==> config.mk <==
export PLATFORM = sky130hd
export DESIGN_NAME = ctrl_pipe
export DESIGN_NICKNAME = d
export VERILOG_FILES = /design/src/rtl/ctrl_pipe_pkg.sv /design/src/rtl/ctrl_pipe_hazard.sv /design/src/rtl/ctrl_pipe.sv
export SDC_FILE = /design/constraint.sdc
export NUM_CORES = 1
export LEC_CHECK = 0
export CORE_ASPECT_RATIO = 1.2
export CORE_UTILIZATION = 44
export DETAILED_ROUTE_END_ITERATION = 6
export PLACE_DENSITY = 0.9
export SLEW_MARGIN = 20
export SYNTH_ARGS = -nofsm -noshare
export SYNTH_HDL_FRONTEND = slang
export SYNTH_SLANG_ARGS = --single-unit
==> constraint.sdc <==
create_clock -name clk -period 2 [get_ports clk]
set_input_delay 0.4 -clock clk [delete_from_list [all_inputs] [get_ports clk]]
set_output_delay 0.4 -clock clk [all_outputs]
set_load 0.02 [all_outputs]
==> src/rtl/ctrl_pipe_pkg.sv <==
// Shared definitions for the decode-side control pipeline: bundle layout,
// forwarding select encodings and the hard-wired zero register.
package ctrl_pipe_pkg;

    // Control bundle layout; regdst sits above aluop so it can be dropped
    // once the destination has been chosen at ID->EX capture.
    localparam int CTRL_WEN       = 0;
    localparam int CTRL_ALUSRC    = 1;
    localparam int CTRL_BRANCH    = 2;
    localparam int CTRL_MEMWRITE  = 3;
    localparam int CTRL_MEMREAD   = 4;
    localparam int CTRL_MEMTOREG  = 5;
    localparam int CTRL_ALUOP_LSB = 6;
    localparam int CTRL_ALUOP_W   = 3;
    localparam int CTRL_REGDST    = CTRL_ALUOP_LSB + CTRL_ALUOP_W;
    localparam int CTRL_W         = CTRL_REGDST + 1;

    localparam int REG_ZERO = 0;

    typedef enum logic [1:0] {
        FWD_RF  = 2'b00,
        FWD_WB  = 2'b01,
        FWD_MEM = 2'b10
    } fwd_sel_e;

endpackage

==> src/rtl/ctrl_pipe_hazard.sv <==
// Combinational hazard unit: load-use stall, branch flush and EX-stage
// operand forwarding selects.
module ctrl_hazard
    import ctrl_pipe_pkg::*;
#(
    parameter int REG_AW = 5
) (
    input  logic              id_valid,
    input  logic              id_alusrc,
    input  logic              id_memwrite,
    input  logic [REG_AW-1:0] id_rs,
    input  logic [REG_AW-1:0] id_rt,
    input  logic              ex_valid,
    input  logic              ex_memread,
    input  logic              ex_branch,
    input  logic              ex_zero,
    input  logic [REG_AW-1:0] ex_dest,
    input  logic [REG_AW-1:0] ex_rs,
    input  logic [REG_AW-1:0] ex_rt,
    input  logic              mem_valid,
    input  logic              mem_wen,
    input  logic [REG_AW-1:0] mem_dest,
    input  logic              wb_valid,
    input  logic              wb_wen,
    input  logic [REG_AW-1:0] wb_dest,
    output logic              stall,
    output logic              flush,
    output logic [1:0]        fwd_a,
    output logic [1:0]        fwd_b
);

    localparam logic [REG_AW-1:0] ZERO_REG = REG_AW'(REG_ZERO);

    logic uses_rt;
    logic load_match;
    logic mem_fwd_ok;
    logic wb_fwd_ok;

    always_comb begin
        flush      = ex_valid & ex_branch & ex_zero;
        uses_rt    = ~id_alusrc | id_memwrite;
        load_match = (ex_dest == id_rs) | (uses_rt & (ex_dest == id_rt));
        // A taken branch squashes the dependent instruction anyway, so it wins.
        stall      = id_valid & ex_valid & ex_memread & (ex_dest != ZERO_REG)
                     & load_match & ~flush;
    end

    always_comb begin
        mem_fwd_ok = mem_valid & mem_wen & (mem_dest != ZERO_REG);
        wb_fwd_ok  = wb_valid & wb_wen & (wb_dest != ZERO_REG);

        fwd_a = FWD_RF;
        if (mem_fwd_ok && (mem_dest == ex_rs)) begin
            fwd_a = FWD_MEM;
        end else if (wb_fwd_ok && (wb_dest == ex_rs)) begin
            fwd_a = FWD_WB;
        end

        fwd_b = FWD_RF;
        if (mem_fwd_ok && (mem_dest == ex_rt)) begin
            fwd_b = FWD_MEM;
        end else if (wb_fwd_ok && (wb_dest == ex_rt)) begin
            fwd_b = FWD_WB;
        end
    end

endmodule

==> src/rtl/ctrl_pipe.sv <==
// Control pipeline: carries the decoded control word through ID/EX, EX/MEM
// and MEM/WB, choosing the destination register on entry to EX.
module ctrl_pipe
    import ctrl_pipe_pkg::*;
#(
    parameter int REG_AW  = 5,
    parameter int ALUOP_W = 3
) (
    input  logic               clk,
    input  logic               rst_n,
    input  logic               id_valid,
    input  logic               id_wen,
    input  logic               id_alusrc,
    input  logic [ALUOP_W-1:0] id_aluop,
    input  logic               id_regdst,
    input  logic               id_branch,
    input  logic               id_memwrite,
    input  logic               id_memread,
    input  logic               id_memtoreg,
    input  logic [REG_AW-1:0]  id_rs,
    input  logic [REG_AW-1:0]  id_rt,
    input  logic [REG_AW-1:0]  id_rd,
    input  logic               ex_zero,
    output logic               ex_valid,
    output logic               ex_wen,
    output logic               ex_alusrc,
    output logic               ex_memwrite,
    output logic               ex_memread,
    output logic               ex_memtoreg,
    output logic               ex_branch,
    output logic [ALUOP_W-1:0] ex_aluop,
    output logic [REG_AW-1:0]  ex_dest,
    output logic               mem_valid,
    output logic               mem_wen,
    output logic               mem_memwrite,
    output logic               mem_memread,
    output logic               mem_memtoreg,
    output logic [REG_AW-1:0]  mem_dest,
    output logic               wb_valid,
    output logic               wb_wen,
    output logic               wb_memtoreg,
    output logic [REG_AW-1:0]  wb_dest,
    output logic               stall,
    output logic               flush,
    output logic [1:0]         fwd_a,
    output logic [1:0]         fwd_b
);

    localparam int REGDST_BIT = CTRL_ALUOP_LSB + ALUOP_W;
    localparam int BUNDLE_W   = REGDST_BIT + 1;
    localparam int EX_CTRL_W  = REGDST_BIT;

    logic [BUNDLE_W-1:0]  id_bundle;
    logic                 capture;

    logic                 ex_valid_d, ex_valid_q;
    logic [EX_CTRL_W-1:0] ex_ctrl_d, ex_ctrl_q;
    logic [REG_AW-1:0]    ex_dest_d, ex_dest_q;
    logic [REG_AW-1:0]    ex_rs_d, ex_rs_q;
    logic [REG_AW-1:0]    ex_rt_d, ex_rt_q;

    logic                 mem_valid_d, mem_valid_q;
    logic                 mem_wen_d, mem_wen_q;
    logic                 mem_memwrite_d, mem_memwrite_q;
    logic                 mem_memread_d, mem_memread_q;
    logic                 mem_memtoreg_d, mem_memtoreg_q;
    logic [REG_AW-1:0]    mem_dest_d, mem_dest_q;

    logic                 wb_valid_d, wb_valid_q;
    logic                 wb_wen_d, wb_wen_q;
    logic                 wb_memtoreg_d, wb_memtoreg_q;
    logic [REG_AW-1:0]    wb_dest_d, wb_dest_q;

    always_comb begin
        id_bundle                               = '0;
        id_bundle[CTRL_WEN]                     = id_wen;
        id_bundle[CTRL_ALUSRC]                  = id_alusrc;
        id_bundle[CTRL_BRANCH]                  = id_branch;
        id_bundle[CTRL_MEMWRITE]                = id_memwrite;
        id_bundle[CTRL_MEMREAD]                 = id_memread;
        id_bundle[CTRL_MEMTOREG]                = id_memtoreg;
        id_bundle[CTRL_ALUOP_LSB +: ALUOP_W]    = id_aluop;
        id_bundle[REGDST_BIT]                   = id_regdst;
    end

    ctrl_hazard #(.REG_AW(REG_AW)) u_hazard (
        .id_valid    (id_valid),
        .id_alusrc   (id_alusrc),
        .id_memwrite (id_memwrite),
        .id_rs       (id_rs),
        .id_rt       (id_rt),
        .ex_valid    (ex_valid_q),
        .ex_memread  (ex_ctrl_q[CTRL_MEMREAD]),
        .ex_branch   (ex_ctrl_q[CTRL_BRANCH]),
        .ex_zero     (ex_zero),
        .ex_dest     (ex_dest_q),
        .ex_rs       (ex_rs_q),
        .ex_rt       (ex_rt_q),
        .mem_valid   (mem_valid_q),
        .mem_wen     (mem_wen_q),
        .mem_dest    (mem_dest_q),
        .wb_valid    (wb_valid_q),
        .wb_wen      (wb_wen_q),
        .wb_dest     (wb_dest_q),
        .stall       (stall),
        .flush       (flush),
        .fwd_a       (fwd_a),
        .fwd_b       (fwd_b)
    );

    // Anything other than a clean, unblocked ID instruction enters EX as an all-zero bubble.
    always_comb begin
        capture    = id_valid & ~stall & ~flush;
        ex_valid_d = capture;
        ex_ctrl_d  = '0;
        ex_dest_d  = '0;
        ex_rs_d    = '0;
        ex_rt_d    = '0;
        if (capture) begin
            ex_ctrl_d = id_bundle[EX_CTRL_W-1:0];
            ex_dest_d = id_bundle[REGDST_BIT] ? id_rd : id_rt;
            ex_rs_d   = id_rs;
            ex_rt_d   = id_rt;
        end
    end

    always_comb begin
        mem_valid_d    = ex_valid_q;
        mem_wen_d      = ex_valid_q & ex_ctrl_q[CTRL_WEN];
        mem_memwrite_d = ex_valid_q & ex_ctrl_q[CTRL_MEMWRITE];
        mem_memread_d  = ex_valid_q & ex_ctrl_q[CTRL_MEMREAD];
        mem_memtoreg_d = ex_valid_q & ex_ctrl_q[CTRL_MEMTOREG];
        mem_dest_d     = ex_dest_q;

        wb_valid_d     = mem_valid_q;
        wb_wen_d       = mem_valid_q & mem_wen_q;
        wb_memtoreg_d  = mem_valid_q & mem_memtoreg_q;
        wb_dest_d      = mem_dest_q;
    end

    always_ff @(posedge clk or negedge rst_n) begin
        if (!rst_n) begin
            ex_valid_q     <= 1'b0;
            ex_ctrl_q      <= '0;
            ex_dest_q      <= '0;
            ex_rs_q        <= '0;
            ex_rt_q        <= '0;
            mem_valid_q    <= 1'b0;
            mem_wen_q      <= 1'b0;
            mem_memwrite_q <= 1'b0;
            mem_memread_q  <= 1'b0;
            mem_memtoreg_q <= 1'b0;
            mem_dest_q     <= '0;
            wb_valid_q     <= 1'b0;
            wb_wen_q       <= 1'b0;
            wb_memtoreg_q  <= 1'b0;
            wb_dest_q      <= '0;
        end else begin
            ex_valid_q     <= ex_valid_d;
            ex_ctrl_q      <= ex_ctrl_d;
            ex_dest_q      <= ex_dest_d;
            ex_rs_q        <= ex_rs_d;
            ex_rt_q        <= ex_rt_d;
            mem_valid_q    <= mem_valid_d;
            mem_wen_q      <= mem_wen_d;
            mem_memwrite_q <= mem_memwrite_d;
            mem_memread_q  <= mem_memread_d;
            mem_memtoreg_q <= mem_memtoreg_d;
            mem_dest_q     <= mem_dest_d;
            wb_valid_q     <= wb_valid_d;
            wb_wen_q       <= wb_wen_d;
            wb_memtoreg_q  <= wb_memtoreg_d;
            wb_dest_q      <= wb_dest_d;
        end
    end

    assign ex_valid     = ex_valid_q;
    assign ex_wen       = ex_ctrl_q[CTRL_WEN];
    assign ex_alusrc    = ex_ctrl_q[CTRL_ALUSRC];
    assign ex_memwrite  = ex_ctrl_q[CTRL_MEMWRITE];
    assign ex_memread   = ex_ctrl_q[CTRL_MEMREAD];
    assign ex_memtoreg  = ex_ctrl_q[CTRL_MEMTOREG];
    assign ex_branch    = ex_ctrl_q[CTRL_BRANCH];
    assign ex_aluop     = ex_ctrl_q[CTRL_ALUOP_LSB +: ALUOP_W];
    assign ex_dest      = ex_dest_q;

    assign mem_valid    = mem_valid_q;
    assign mem_wen      = mem_wen_q;
    assign mem_memwrite = mem_memwrite_q;
    assign mem_memread  = mem_memread_q;
    assign mem_memtoreg = mem_memtoreg_q;
    assign mem_dest     = mem_dest_q;

    assign wb_valid     = wb_valid_q;
    assign wb_wen       = wb_wen_q;
    assign wb_memtoreg  = wb_memtoreg_q;
    assign wb_dest      = wb_dest_q;

endmodule

==> results of run 1 <==
power by group:
group | switching (mW) | internal (mW) | leakage [nW]
sequential | 0.0399 | 0.920 | 0.547
clock | 0.287 | 0.372 | 0.0581
combinational | 0.226 | 0.259 | 0.845
Yosys cell counts (all sizes together):
library cell	count
o22ai	1
a21oi	19
nor4	4
xor2	14
mux2i	5
inv	2
or4	5
nand4	1
buf	5
xnor2	16
dfrtp	43
a211oi	6
and2	8
nand2	20
o211a	1
clkbuf	3
o211ai	1
nand3	4
o21ai	2
logic make-up (layout without fill, tap and decap cells):
family,count (synthesis),count (layout),synth area share [%]
compound gates,30,30,9.66
simple gates,42,42,12.1
buf+inv,10,125,3.69
xor+xnor,30,30,14.1
flops,43,43,57.7
mux,5,5,2.68
per-stage QoR:
stage / hold WS [ns] / TNS [ns]
6_report: 0.162 / -0.977
5_1_grt: 0.210 / -1.24
4_1_cts: 0.178 / -1.04
3_5_place_dp: 0.447 / -2.24
3_3_place_gp: 0.456 / -1.97
2_1_floorplan: 0.104 / -0.0358
flip-flops by register name (all words and copies together) (netlist names), 5 cells and up:
name / flops
ex_ctrl_q: 9
ex_dest: 5
ex_rs_q: 5
ex_rt_q: 5
mem_dest: 5
wb_dest: 5
routing by layer:
metal  vias up  part of all wire [%]  track usage (%)
met5         -                     0                0
met4         0                   2.6             10.6
met3         8                   3.8             4.75
met2        54                    58             43.1
met1       785                    36             23.1
li1        771                     -                -
worst max-delay path, cell delays in order, from the launching register on:
cell and delay (ns):
sky130_fd_sc_hd__dfrtp_1 0.42, sky130_fd_sc_hd__xor2_1 0.17, sky130_fd_sc_hd__or4_4 0.54, sky130_fd_sc_hd__nor4_4 0.29, sky130_fd_sc_hd__buf_4 0.19
layout make-up:
type | count | area (µm²) | share of cell area (%)
Inverter | 2 | 7.51 | 0.241
Sequential cell | 43 | 1090 | 34.8
Timing Repair Buffer | 115 | 1020 | 32.7
Clock buffer | 5 | 68.8 | 2.21
Multi-Input combinational cell | 107 | 823 | 26.4
Clock inverter | 3 | 43.8 | 1.41
Tap cell | 54 | 67.6 | 2.17
worst paths after layout:
kind,endpoint,slack (ns),cells after the start
setup reg to reg,ex_dest[2]$_DFF_PN0_,0.22,4
hold reg to reg,mem_dest[4]$_DFF_PN0_,0.47,0
setup / recovery,fwd_b[0],-0.30,4
hold / removal,wb_dest[1]$_DFF_PN0_,0.16,2
min in group clk,mem_dest[4]$_DFF_PN0_,0.47,0
max in group asynchronous,wb_dest[2]$_DFF_PN0_,1.45,2
repair_timing:
| item | CTS | global route |
|---|---|---|
| hold buffers | 0 | 0 |
| resized for setup | 33 | 4 |
| setup buffers | 2 | 0 |
| setup endpoints to repair | 6 | 5 |
| pin swaps | 4 | 4 |
| gates cloned | 0 | 0 |
==> qor.json, run 1 <==
{
  "critPathRequiredTime": {"value": 1.60, "unit": "ns"},
  "die_y": {"value": 73.3, "unit": "µm"},
  "fmaxAchievable": {"value": 435, "unit": "MHz"},
  "fin_total_pwr": {"value": 2.10, "unit": "mW"},
  "grt_util_all_layers": {"value": 22.9, "unit": "%"},
  "layout_common_cells": {"value": "sky130_fd_sc_hd__clkdlybuf4s50_1 (60), sky130_fd_sc_hd__buf_4 (51), sky130_fd_sc_hd__dfrtp_1 (35)"},
  "synth.largest_area_cell": {"value": "sky130_fd_sc_hd__dfrtp_1"},
  "reg_to_reg_start": {"value": "ex_dest[2]$_DFF_PN0_"},
  "layout_stage_area_growth_over_the_synthesis_result": {"value": 67.2, "unit": "%"},
  "dp.final_hpwl": {"value": 3540, "unit": "µm"},
  "netlist-cell-type-count": {"value": 23},
  "clk_pin_slew_worst_setup_hold_paths": {"value": 0.08, "unit": "ns"},
  "number_of_warning_messages_in_the_yosys_log": {"value": 0},
  "initial_antenna_violation_count": {"value": 0},
  "final.setup_skew": {"value": 0.00471, "unit": "ns"},
  "grt_first_pass_wirelength": {"value": 7250, "unit": "µm"},
  "layout_commonest_cell": {"value": "sky130_fd_sc_hd__clkdlybuf4s50_1"},
  "yosys_register_bits": {"value": 43},
  "worst-path-max-fanout": {"value": 2},
  "numCtsBuffers": {"value": 5},
  "port-buffer-count": {"value": 67},
  "clock_sinks": {"value": 43},
  "instances_no_fill": {"value": 329},
  "final.min_clock_period": {"value": 2.30, "unit": "ns"},
  "route.vias.total": {"value": 1618},
  "finish.utilization": {"value": 77.8, "unit": "%"},
  "fin_ws": {"value": -0.296, "unit": "ns"},
  "floorplan.rows": {"value": 25},
  "timing.final.crit_share": {"value": 115, "unit": "%"},
  "synth.top_cell.area_share": {"value": 57.7, "unit": "%"},
  "ctsLongestPathBuffers": {"value": 2},
  "mean_post_synth_cell_area": {"value": 11.7, "unit": "µm²"},
  "finalHoldViolCount": {"value": 0},
  "floorplan.initialDensity": {"value": 46.6, "unit": "%"},
  "overflow": {"value": 0},
  "drive_gt1_share": {"value": 30.9, "unit": "%"},
  "worstSetupStartpoint": {"value": "ex_rt_q[3]$_DFF_PN0_"},
  "worst-setup-path-type": {"value": "reg -> out"},
  "cp_data_arrival_time": {"value": 1.90, "unit": "ns"},
  "clock_tree_from_tritoncts": {"value": "done"},
  "clk_root_buffer_cell": {"value": "sky130_fd_sc_hd__clkbuf_8"},
  "syn-cell-area": {"value": 1860, "unit": "µm²"},
  "drv_slew": {"value": 0},
  "cellPowerDensity": {"value": 675, "unit": "nW/µm²"},
  "synth.top_cells.by_area": {"value": "sky130_fd_sc_hd__dfrtp_1 (58%), sky130_fd_sc_hd__xnor2_1 (7.5%), sky130_fd_sc_hd__xor2_1 (6.6%)"},
  "run_status": {"value": "finished, violations left"},
  "rsz0062_at_grt": {"value": "true"},
  "final_antenna_net_count": {"value": 0},
  "drt-initial-drc-count": {"value": 20},
  "worst_ir_drop_on_vdd": {"value": 0.000568, "unit": "V"},
  "gp_congestion": {"value": 0.866},
  "design_area": {"value": 3120, "unit": "µm²"},
  "synth-seq-area-share": {"value": 57.7, "unit": "%"},
  "detailed_place.area": {"value": 2940, "unit": "µm²"},
  "fp.dieArea": {"value": 4500, "unit": "µm²"},
  "cells_after_synth": {"value": 160},
  "die_width": {"value": 61.4, "unit": "µm"},
  "route.detailed.drc": {"value": 0},
  "wl_per_cell": {"value": 14.5, "unit": "µm"},
  "number_of_nets_in_the_synthesized_netlist": {"value": 189},
  "io_pins": {"value": 68},
  "detail_route.first_pass.iterations": {"value": 4},
  "worst_pin_slew": {"value": 0.514, "unit": "ns"},
  "setup.worst_path.start_class": {"value": "register"},
  "timing.hold.worst.class": {"value": "in -> async"},
  "maxCapViolations": {"value": 0},
  "setup-violations-final": {"value": 5},
  "numPlacedInstances": {"value": 319},
  "grt_start_max_net_pins": {"value": 44},
  "post_drt_via_cell_ratio": {"value": 4.92},
  "nets": {"value": 303},
  "p_leak": {"value": 1.45, "unit": "nW"},
  "dpl_worst_slack": {"value": -0.528, "unit": "ns"},
  "n_antenna_cell": {"value": 0},
  "finalWirelength": {"value": 4780, "unit": "µm"},
  "grt_pass1_vias": {"value": 1634},
  "core": {"value": 4000, "unit": "µm²"},
  "failed_checks": {"value": "setup timing"},
  "number_of_inserted_filler_cells_in_the_final_layout": {"value": 286},
  "worst_skew_late_latency": {"value": 0.29, "unit": "ns"},
  "endpoint_kind": {"value": "primary output"},
  "htree_num_levels": {"value": 2},
  "timing.max_slew.rel_slack": {"value": 65.8, "unit": "%"}
}
Note: power is estimated with default switching activity, not from simulation.
==> run 2, diff against run 1 <==
--- a/config.mk
+++ b/config.mk
@@ -6,9 +6,10 @@
 export NUM_CORES = 1
 export LEC_CHECK = 0
 export CORE_ASPECT_RATIO = 1.2
-export CORE_UTILIZATION = 44
+export CORE_UTILIZATION = 47
 export DETAILED_ROUTE_END_ITERATION = 6
-export PLACE_DENSITY = 0.9
+export HOLD_SLACK_MARGIN = 0.12
+export PLACE_DENSITY = 0.95
 export SLEW_MARGIN = 20
 export SYNTH_ARGS = -nofsm -noshare
 export SYNTH_HDL_FRONTEND = slang
==> constraint.sdc (replaced) <==
create_clock -name clk -period 2.7 [get_ports clk]
set_input_delay 0.54 -clock clk [delete_from_list [all_inputs] [get_ports clk]]
set_output_delay 0.54 -clock clk [all_outputs]
set_load 0.02 [all_outputs]
==> run 2 against run 1 <==
Effect of this change:
- the run now ends clean
- critical path type unchanged
- count of clock-buffer cells in the layout is 1 higher
- sequential power is 26% lower
- worst setup slack better by 0.39 ns
- highest routed layer unchanged
- routed wire length is 10% lower
- sequential share of layout area is 3.7 points higher
- global-route usage is 0.11 points higher
==> qor.json, run 2 (synthesis results as in run 1) <==
{
  "ff2ff_setup_slack": {"value": 0.91, "unit": "ns"},
  "met1Wirelength": {"value": 1630, "unit": "µm"},
  "floorplan.initialDensity": {"value": 50.1, "unit": "%"},
  "finalWirelength": {"value": 4290, "unit": "µm"},
  "largest_register_ffs": {"value": 9},
  "timing.reg2reg.worst_path_depth": {"value": 4},
  "cts_hold_repair.buffers": {"value": 0},
  "setup-violations-final": {"value": 0},
  "clk_pin_slew_worst_setup_hold_paths": {"value": 0.07, "unit": "ns"},
  "n_antenna_cell": {"value": 0},
  "met2_length": {"value": 2350, "unit": "µm"},
  "initial_antenna_violation_count": {"value": 0},
  "fmaxAchievable": {"value": 384, "unit": "MHz"},
  "run_status": {"value": "finished clean"},
  "final_antenna_net_count": {"value": 0},
  "final.min_clock_period": {"value": 2.60, "unit": "ns"},
  "fin_ws": {"value": 0.0970, "unit": "ns"},
  "floorplan.rows": {"value": 24},
  "clock_tree_from_tritoncts": {"value": "done"},
  "die_y": {"value": 71.0, "unit": "µm"},
  "drv_slew": {"value": 0},
  "maxCapViolations": {"value": 0},
  "route.vias.total": {"value": 1490},
  "layout_common_cells": {"value": "sky130_fd_sc_hd__clkdlybuf4s50_1 (62), sky130_fd_sc_hd__dfrtp_1 (43), sky130_fd_sc_hd__nand2_1 (20)"},
  "grt_start_max_net_pins": {"value": 44},
  "layout_commonest_cell": {"value": "sky130_fd_sc_hd__clkdlybuf4s50_1"},
  "timing.critical_path.slowest_cell_delay": {"value": 0.54, "unit": "ns"},
  "worst_pin_slew": {"value": 0.897, "unit": "ns"},
  "worst_skew_late_latency": {"value": 0.29, "unit": "ns"},
  "timing.hold.worst.class": {"value": "in -> async"},
  "crit_path_max_delay_family": {"value": "simple AND/OR/NAND/NOR gates"},
  "critPathRequiredTime": {"value": 2.16, "unit": "ns"},
  "detail_route.first_pass.iterations": {"value": 4},
  "finalHoldViolCount": {"value": 0},
  "grt_pass1_vias": {"value": 1478},
  "core": {"value": 3720, "unit": "µm²"},
  "clk_root_buffer_cell": {"value": "sky130_fd_sc_hd__clkbuf_8"},
  "timing.final.crit_share": {"value": 96.4, "unit": "%"},
  "timing.max_slew.rel_slack": {"value": 40.2, "unit": "%"},
  "totalNegativeSetupSlack": {"value": 0, "unit": "ns"},
  "numCtsBuffers": {"value": 5},
  "overflow": {"value": 0},
  "clock_sinks": {"value": 43},
  "setup.worst_path.start_class": {"value": "register"},
  "reg_to_reg_start": {"value": "ex_dest[3]$_DFF_PN0_"},
  "layout_stage_area_growth_over_the_synthesis_result": {"value": 49.7, "unit": "%"},
  "port-buffer-count": {"value": 67},
  "p_leak": {"value": 1.29, "unit": "nW"},
  "drive_gt1_share": {"value": 12.8, "unit": "%"},
  "dpl_worst_slack": {"value": -0.0964, "unit": "ns"},
  "max_flop_register": {"value": "ex_ctrl_q"},
  "post_cts.repair.setup_buffers": {"value": 0},
  "worst-setup-path-type": {"value": "reg -> out"},
  "gp_congestion": {"value": 0.829},
  "critPathSlowestCell": {"value": "sky130_fd_sc_hd__clkdlybuf4s50_1"},
  "die_width": {"value": 59.5, "unit": "µm"},
  "worst_ir_drop_on_vdd": {"value": 0.000466, "unit": "V"},
  "fp.dieArea": {"value": 4220, "unit": "µm²"},
  "worst_r2r_endpoint": {"value": "ex_dest[2]$_DFF_PN0_"},
  "io_pins": {"value": 68},
  "critical_path.n_buffers_inverters": {"value": 1},
  "ctsLongestPathBuffers": {"value": 2},
  "grt_first_pass_wirelength": {"value": 7060, "unit": "µm"},
  "route.detailed.drc": {"value": 0},
  "post_drt_via_cell_ratio": {"value": 5.05},
  "timing.critical_path.cells": {"value": "or4_1 > o21ai_1 > nor4_2 > clkdlybuf4s50_1"},
  "maxUsedRoutingLayer": {"value": "met4"},
  "endpoint_kind": {"value": "primary output"},
  "rsz0062_at_grt": {"value": "false"},
  "worst-path-max-fanout": {"value": 2},
  "dp.final_hpwl": {"value": 3180, "unit": "µm"},
  "final.setup_skew": {"value": 0.00231, "unit": "ns"},
  "cellPowerDensity": {"value": 566, "unit": "nW/µm²"},
  "wl_per_cell": {"value": 14.5, "unit": "µm"},
  "htree_num_levels": {"value": 2},
  "drt-initial-drc-count": {"value": 34},
  "cp_data_arrival_time": {"value": 2.06, "unit": "ns"},
  "nets": {"value": 271},
  "grt_util_all_layers": {"value": 23.0, "unit": "%"},
  "routed-wl-met3": {"value": 184, "unit": "µm"}
}
## run 2: cell types whose count changed in the layout (fill, tap and decap cells not counted), sizes merged
cell           previous run  this run
buf                      54        17
bufinv                    1         2
clkbuf                    5         8
clkdlybuf4s50            60        62
clkinv                    2         0
dlymetal6s2s              0         1
## run 2: what timing repair did
item	4_1_cts	5_1_grt
pin swaps	0	0
gates resized for setup	5	8
setup endpoints to repair	4	4
## run 2: worst max-delay path by stage
stage               slack [ns]                  start  endpoint  cells past startpoint
detailed placement        -0.1               id_rt[2]     stall                      6
global placement         -0.08               id_rt[0]     stall                      6
floorplan                 0.24  mem_dest[0]$_DFF_PN0_  fwd_a[0]                      4
finish                     0.1  mem_dest[0]$_DFF_PN0_  fwd_a[1]                      4
CTS                       0.03  mem_dest[2]$_DFF_PN0_  fwd_b[1]                      5
global route             0.007  mem_dest[0]$_DFF_PN0_  fwd_a[1]                      4
## run 2: routing by layer
layer,global-route usage [%],vias to the layer above
li1,-,707
met1,28.3,716
met2,38.5,53
met3,4.57,14
met4,10.3,0
met5,0,-
## run 2: final cells by class
class | instances | area (µm²)
repair buffers | 83 | 777
multi-input cells | 107 | 732
clock buffers | 6 | 72.6
fillers | 266 | 933
inverters | 2 | 7.51
clock inverters | 2 | 60.1
well taps | 52 | 65.1
flip-flops and latches | 43 | 1080
## run 2: per-stage QoR
step	area, µm²	total power [mW]	util [%]	instances	hold slack (ns)
floorplan	1860	0.854	-	160	0.244
global placement	2650	1.00	71.3	287	0.409
CTS	2790	1.59	74.9	295	0.409
detailed placement	2650	1.01	71.3	287	0.418
global route	2790	1.64	74.9	295	0.442
finish	2790	1.58	74.9	295	0.375
## run 2: power by group
part / internal (mW) / switching [mW]
clock: 0.369 / 0.205
combinational: 0.150 / 0.142
sequential: 0.680 / 0.0322
## run 2: worst reg2reg max path, stage by stage, from the launching register on
cell	delay (ns)
sky130_fd_sc_hd__dfrtp_1	0.46
sky130_fd_sc_hd__or4_1	0.51
sky130_fd_sc_hd__o211a_1	0.24
sky130_fd_sc_hd__buf_4	0.22
sky130_fd_sc_hd__a211oi_1	0.27
==> run 3, diff against run 2 <==
--- a/config.mk
+++ b/config.mk
@@ -10,6 +10,7 @@
 export DETAILED_ROUTE_END_ITERATION = 6
 export HOLD_SLACK_MARGIN = 0.12
 export PLACE_DENSITY = 0.95
+export SKIP_LAST_GASP = 1
 export SLEW_MARGIN = 20
 export SYNTH_ARGS = -nofsm -noshare
 export SYNTH_HDL_FRONTEND = slang
==> run 3 against run 2 <==
Effect of this change:
- total power hardly changed
- cell count stayed put
- utilization is 0.24 points higher
- first-iteration DRC count stayed put
- clock power hardly changed
- via count stayed put
- die area stayed put
- design area is 0.31% higher
- worst hold slack hardly changed
- maximum frequency is 2.1% lower
- sequential share of layout area is 0.12 points lower
- combinational power hardly changed
- critical endpoint is now fwd_a[0]
- largest cell class unchanged
- highest routed layer unchanged
==> qor.json, run 3 (synthesis results as in run 1) <==
{
  "finalHoldViolCount": {"value": 0},
  "grt_pass1_vias": {"value": 1478},
  "dp.final_hpwl": {"value": 3180, "unit": "µm"},
  "route.detailed.drc": {"value": 0},
  "grt_start_max_net_pins": {"value": 44},
  "clk_pin_slew_worst_setup_hold_paths": {"value": 0.07, "unit": "ns"},
  "drive_gt1_share": {"value": 11.9, "unit": "%"},
  "maxCapViolations": {"value": 0},
  "drv_slew": {"value": 0},
  "nets": {"value": 271},
  "multi_input_area": {"value": 732, "unit": "µm²"},
  "run_status": {"value": "finished clean"},
  "overflow": {"value": 0},
  "timing.hold.worst.class": {"value": "in -> async"},
  "cellPowerDensity": {"value": 564, "unit": "nW/µm²"},
  "htree_num_levels": {"value": 2},
  "worst_skew_late_latency": {"value": 0.29, "unit": "ns"},
  "fp.dieArea": {"value": 4220, "unit": "µm²"},
  "die_width": {"value": 59.5, "unit": "µm"},
  "setup-violations-final": {"value": 0},
  "setup.worst_path.start_class": {"value": "register"},
  "fmaxAchievable": {"value": 376, "unit": "MHz"},
  "worst_pin_slew": {"value": 0.897, "unit": "ns"},
  "cts_hold_repair.buffers": {"value": 0},
  "numCtsBuffers": {"value": 5},
  "clk_root_buffer_cell": {"value": "sky130_fd_sc_hd__clkbuf_8"},
  "layout_common_cells": {"value": "sky130_fd_sc_hd__clkdlybuf4s50_1 (62), sky130_fd_sc_hd__dfrtp_1 (43), sky130_fd_sc_hd__nand2_1 (20)"},
  "n_antenna_cell": {"value": 0},
  "initial_antenna_violation_count": {"value": 0},
  "route.vias.total": {"value": 1490},
  "pwr-share-comb": {"value": 18.5, "unit": "%"},
  "timing.final.crit_share": {"value": 98.5, "unit": "%"},
  "core": {"value": 3720, "unit": "µm²"},
  "wl_per_cell": {"value": 14.5, "unit": "µm"},
  "clock_sinks": {"value": 43},
  "grt_first_pass_wirelength": {"value": 7060, "unit": "µm"},
  "layout_stage_area_growth_over_the_synthesis_result": {"value": 50.1, "unit": "%"},
  "floorplan.initialDensity": {"value": 50.1, "unit": "%"},
  "cp_data_arrival_time": {"value": 2.12, "unit": "ns"},
  "p_int": {"value": 1.20, "unit": "mW"},
  "grt_util_all_layers": {"value": 23.0, "unit": "%"},
  "critPathRequiredTime": {"value": 2.16, "unit": "ns"},
  "die_y": {"value": 71.0, "unit": "µm"},
  "final_antenna_net_count": {"value": 0},
  "fin_ws": {"value": 0.0401, "unit": "ns"},
  "layout_commonest_cell": {"value": "sky130_fd_sc_hd__clkdlybuf4s50_1"},
  "rsz0062_at_grt": {"value": "true"},
  "netSwitchingFraction": {"value": 24.0, "unit": "%"},
  "worst_hold_slack": {"value": 0.375, "unit": "ns"},
  "post_cts.repair.setup_buffers": {"value": 0},
  "max_flop_register": {"value": "ex_ctrl_q"},
  "port-buffer-count": {"value": 67},
  "clock_tree_from_tritoncts": {"value": "done"},
  "largest_register_ffs": {"value": 9},
  "detail_route.first_pass.iterations": {"value": 4},
  "number_of_inserted_filler_cells_in_the_final_layout": {"value": 265},
  "pwr-share-seq": {"value": 45.1, "unit": "%"},
  "worst_ir_drop_on_vdd": {"value": 0.000466, "unit": "V"},
  "gp_congestion": {"value": 0.829},
  "finalWirelength": {"value": 4280, "unit": "µm"},
  "drt-initial-drc-count": {"value": 34},
  "worst-path-max-fanout": {"value": 2},
  "ctsResizeCount": {"value": 4},
  "ctsLongestPathBuffers": {"value": 2},
  "final.setup_skew": {"value": 0.00231, "unit": "ns"},
  "io_pins": {"value": 68},
  "p_leak": {"value": 1.30, "unit": "nW"},
  "clockPowerShare": {"value": 36.4, "unit": "%"},
  "post_drt_via_cell_ratio": {"value": 5.05},
  "floorplan.rows": {"value": 24},
  "worst-setup-path-type": {"value": "reg -> out"},
  "seq_area": {"value": 1080, "unit": "µm²"},
  "endpoint_kind": {"value": "primary output"},
  "dpl_worst_slack": {"value": -0.0964, "unit": "ns"},
  "switchingPower": {"value": 0.379, "unit": "mW"},
  "timing.max_slew.rel_slack": {"value": 40.2, "unit": "%"},
  "final.min_clock_period": {"value": 2.66, "unit": "ns"}
}
## run 3: cell types whose count changed in the layout (fill, tap and decap cells not counted)
cell / delta
sky130_fd_sc_hd__clkbuf_2: -2
sky130_fd_sc_hd__dlygate4sd2_1: +1
sky130_fd_sc_hd__clkdlybuf4s15_1: +1
## run 3: worst paths after layout
| path | startpoint | endpoint | slack [ns] | depth (start not counted) |
|---|---|---|---|---|
| max | mem_dest[0]$_DFF_PN0_ | fwd_a[0] | 0.04 | 5 |
| min | rst_n | wb_dest[0]$_DFF_PN0_ | 0.37 | 1 |
| max reg2reg | ex_dest[3]$_DFF_PN0_ | ex_dest[2]$_DFF_PN0_ | 0.91 | 4 |
| min reg2reg | mem_valid$_DFF_PN0_ | wb_valid$_DFF_PN0_ | 0.42 | 0 |
| max in group asynchronous | rst_n | ex_ctrl_q[4]$_DFF_PN0_ | 1.77 | 1 |
| min in group clk | mem_valid$_DFF_PN0_ | wb_valid$_DFF_PN0_ | 0.42 | 0 |
## run 3: through the flow
stage	area, µm²	power, mW	setup TNS [ns]	utilization (%)	std cells
floorplan	1860	0.854	0	-	160
global route	2800	1.64	-0.115	75.2	295
CTS	2790	1.59	-0.0730	74.9	295
global placement	2650	1.00	-0.0849	71.3	287
finish	2800	1.58	0	75.2	295
detailed placement	2650	1.01	-0.0964	71.3	287
## run 3: metal layers
metal  routed length, µm  GRT usage [%]  vias to the layer above
li1                    -              -                      707
met1                1630           28.3                      716
met2                2350           38.5                       53
met3                 180           4.57                       14
met4                 124           10.3                        0
met5                   0              0                        -
## run 3: power by group through the flow
| stage | registers [mW] | clock network (mW) | logic [mW] |
|---|---|---|---|
| 2_1_floorplan | 0.760 | 0 | 0.0936 |
| 3_5_place_dp | 0.725 | 0 | 0.288 |
| 5_1_grt | 0.717 | 0.611 | 0.317 |
| 6_report | 0.712 | 0.574 | 0.291 |
| 4_1_cts | 0.712 | 0.583 | 0.292 |
| 3_3_place_gp | 0.722 | 0 | 0.281 |
## run 3: worst max-delay path: stages (launching register included)
cell and delay [ns]:
sky130_fd_sc_hd__dfrtp_1 0.38, sky130_fd_sc_hd__or4_1 0.52, sky130_fd_sc_hd__o21ai_1 0.23, sky130_fd_sc_hd__nor4_2 0.10, sky130_fd_sc_hd__nor4_2 0.25, sky130_fd_sc_hd__dlygate4sd2_1 0.35
## run 3: area by class of cell
class	instances	share of cell area, %
multi-input combinational	107	26.2
clock buffer	6	2.59
inverter	2	0.268
clock inverter	2	2.15
tap	52	2.32
timing repair buffer	83	28.1
sequential	43	38.4
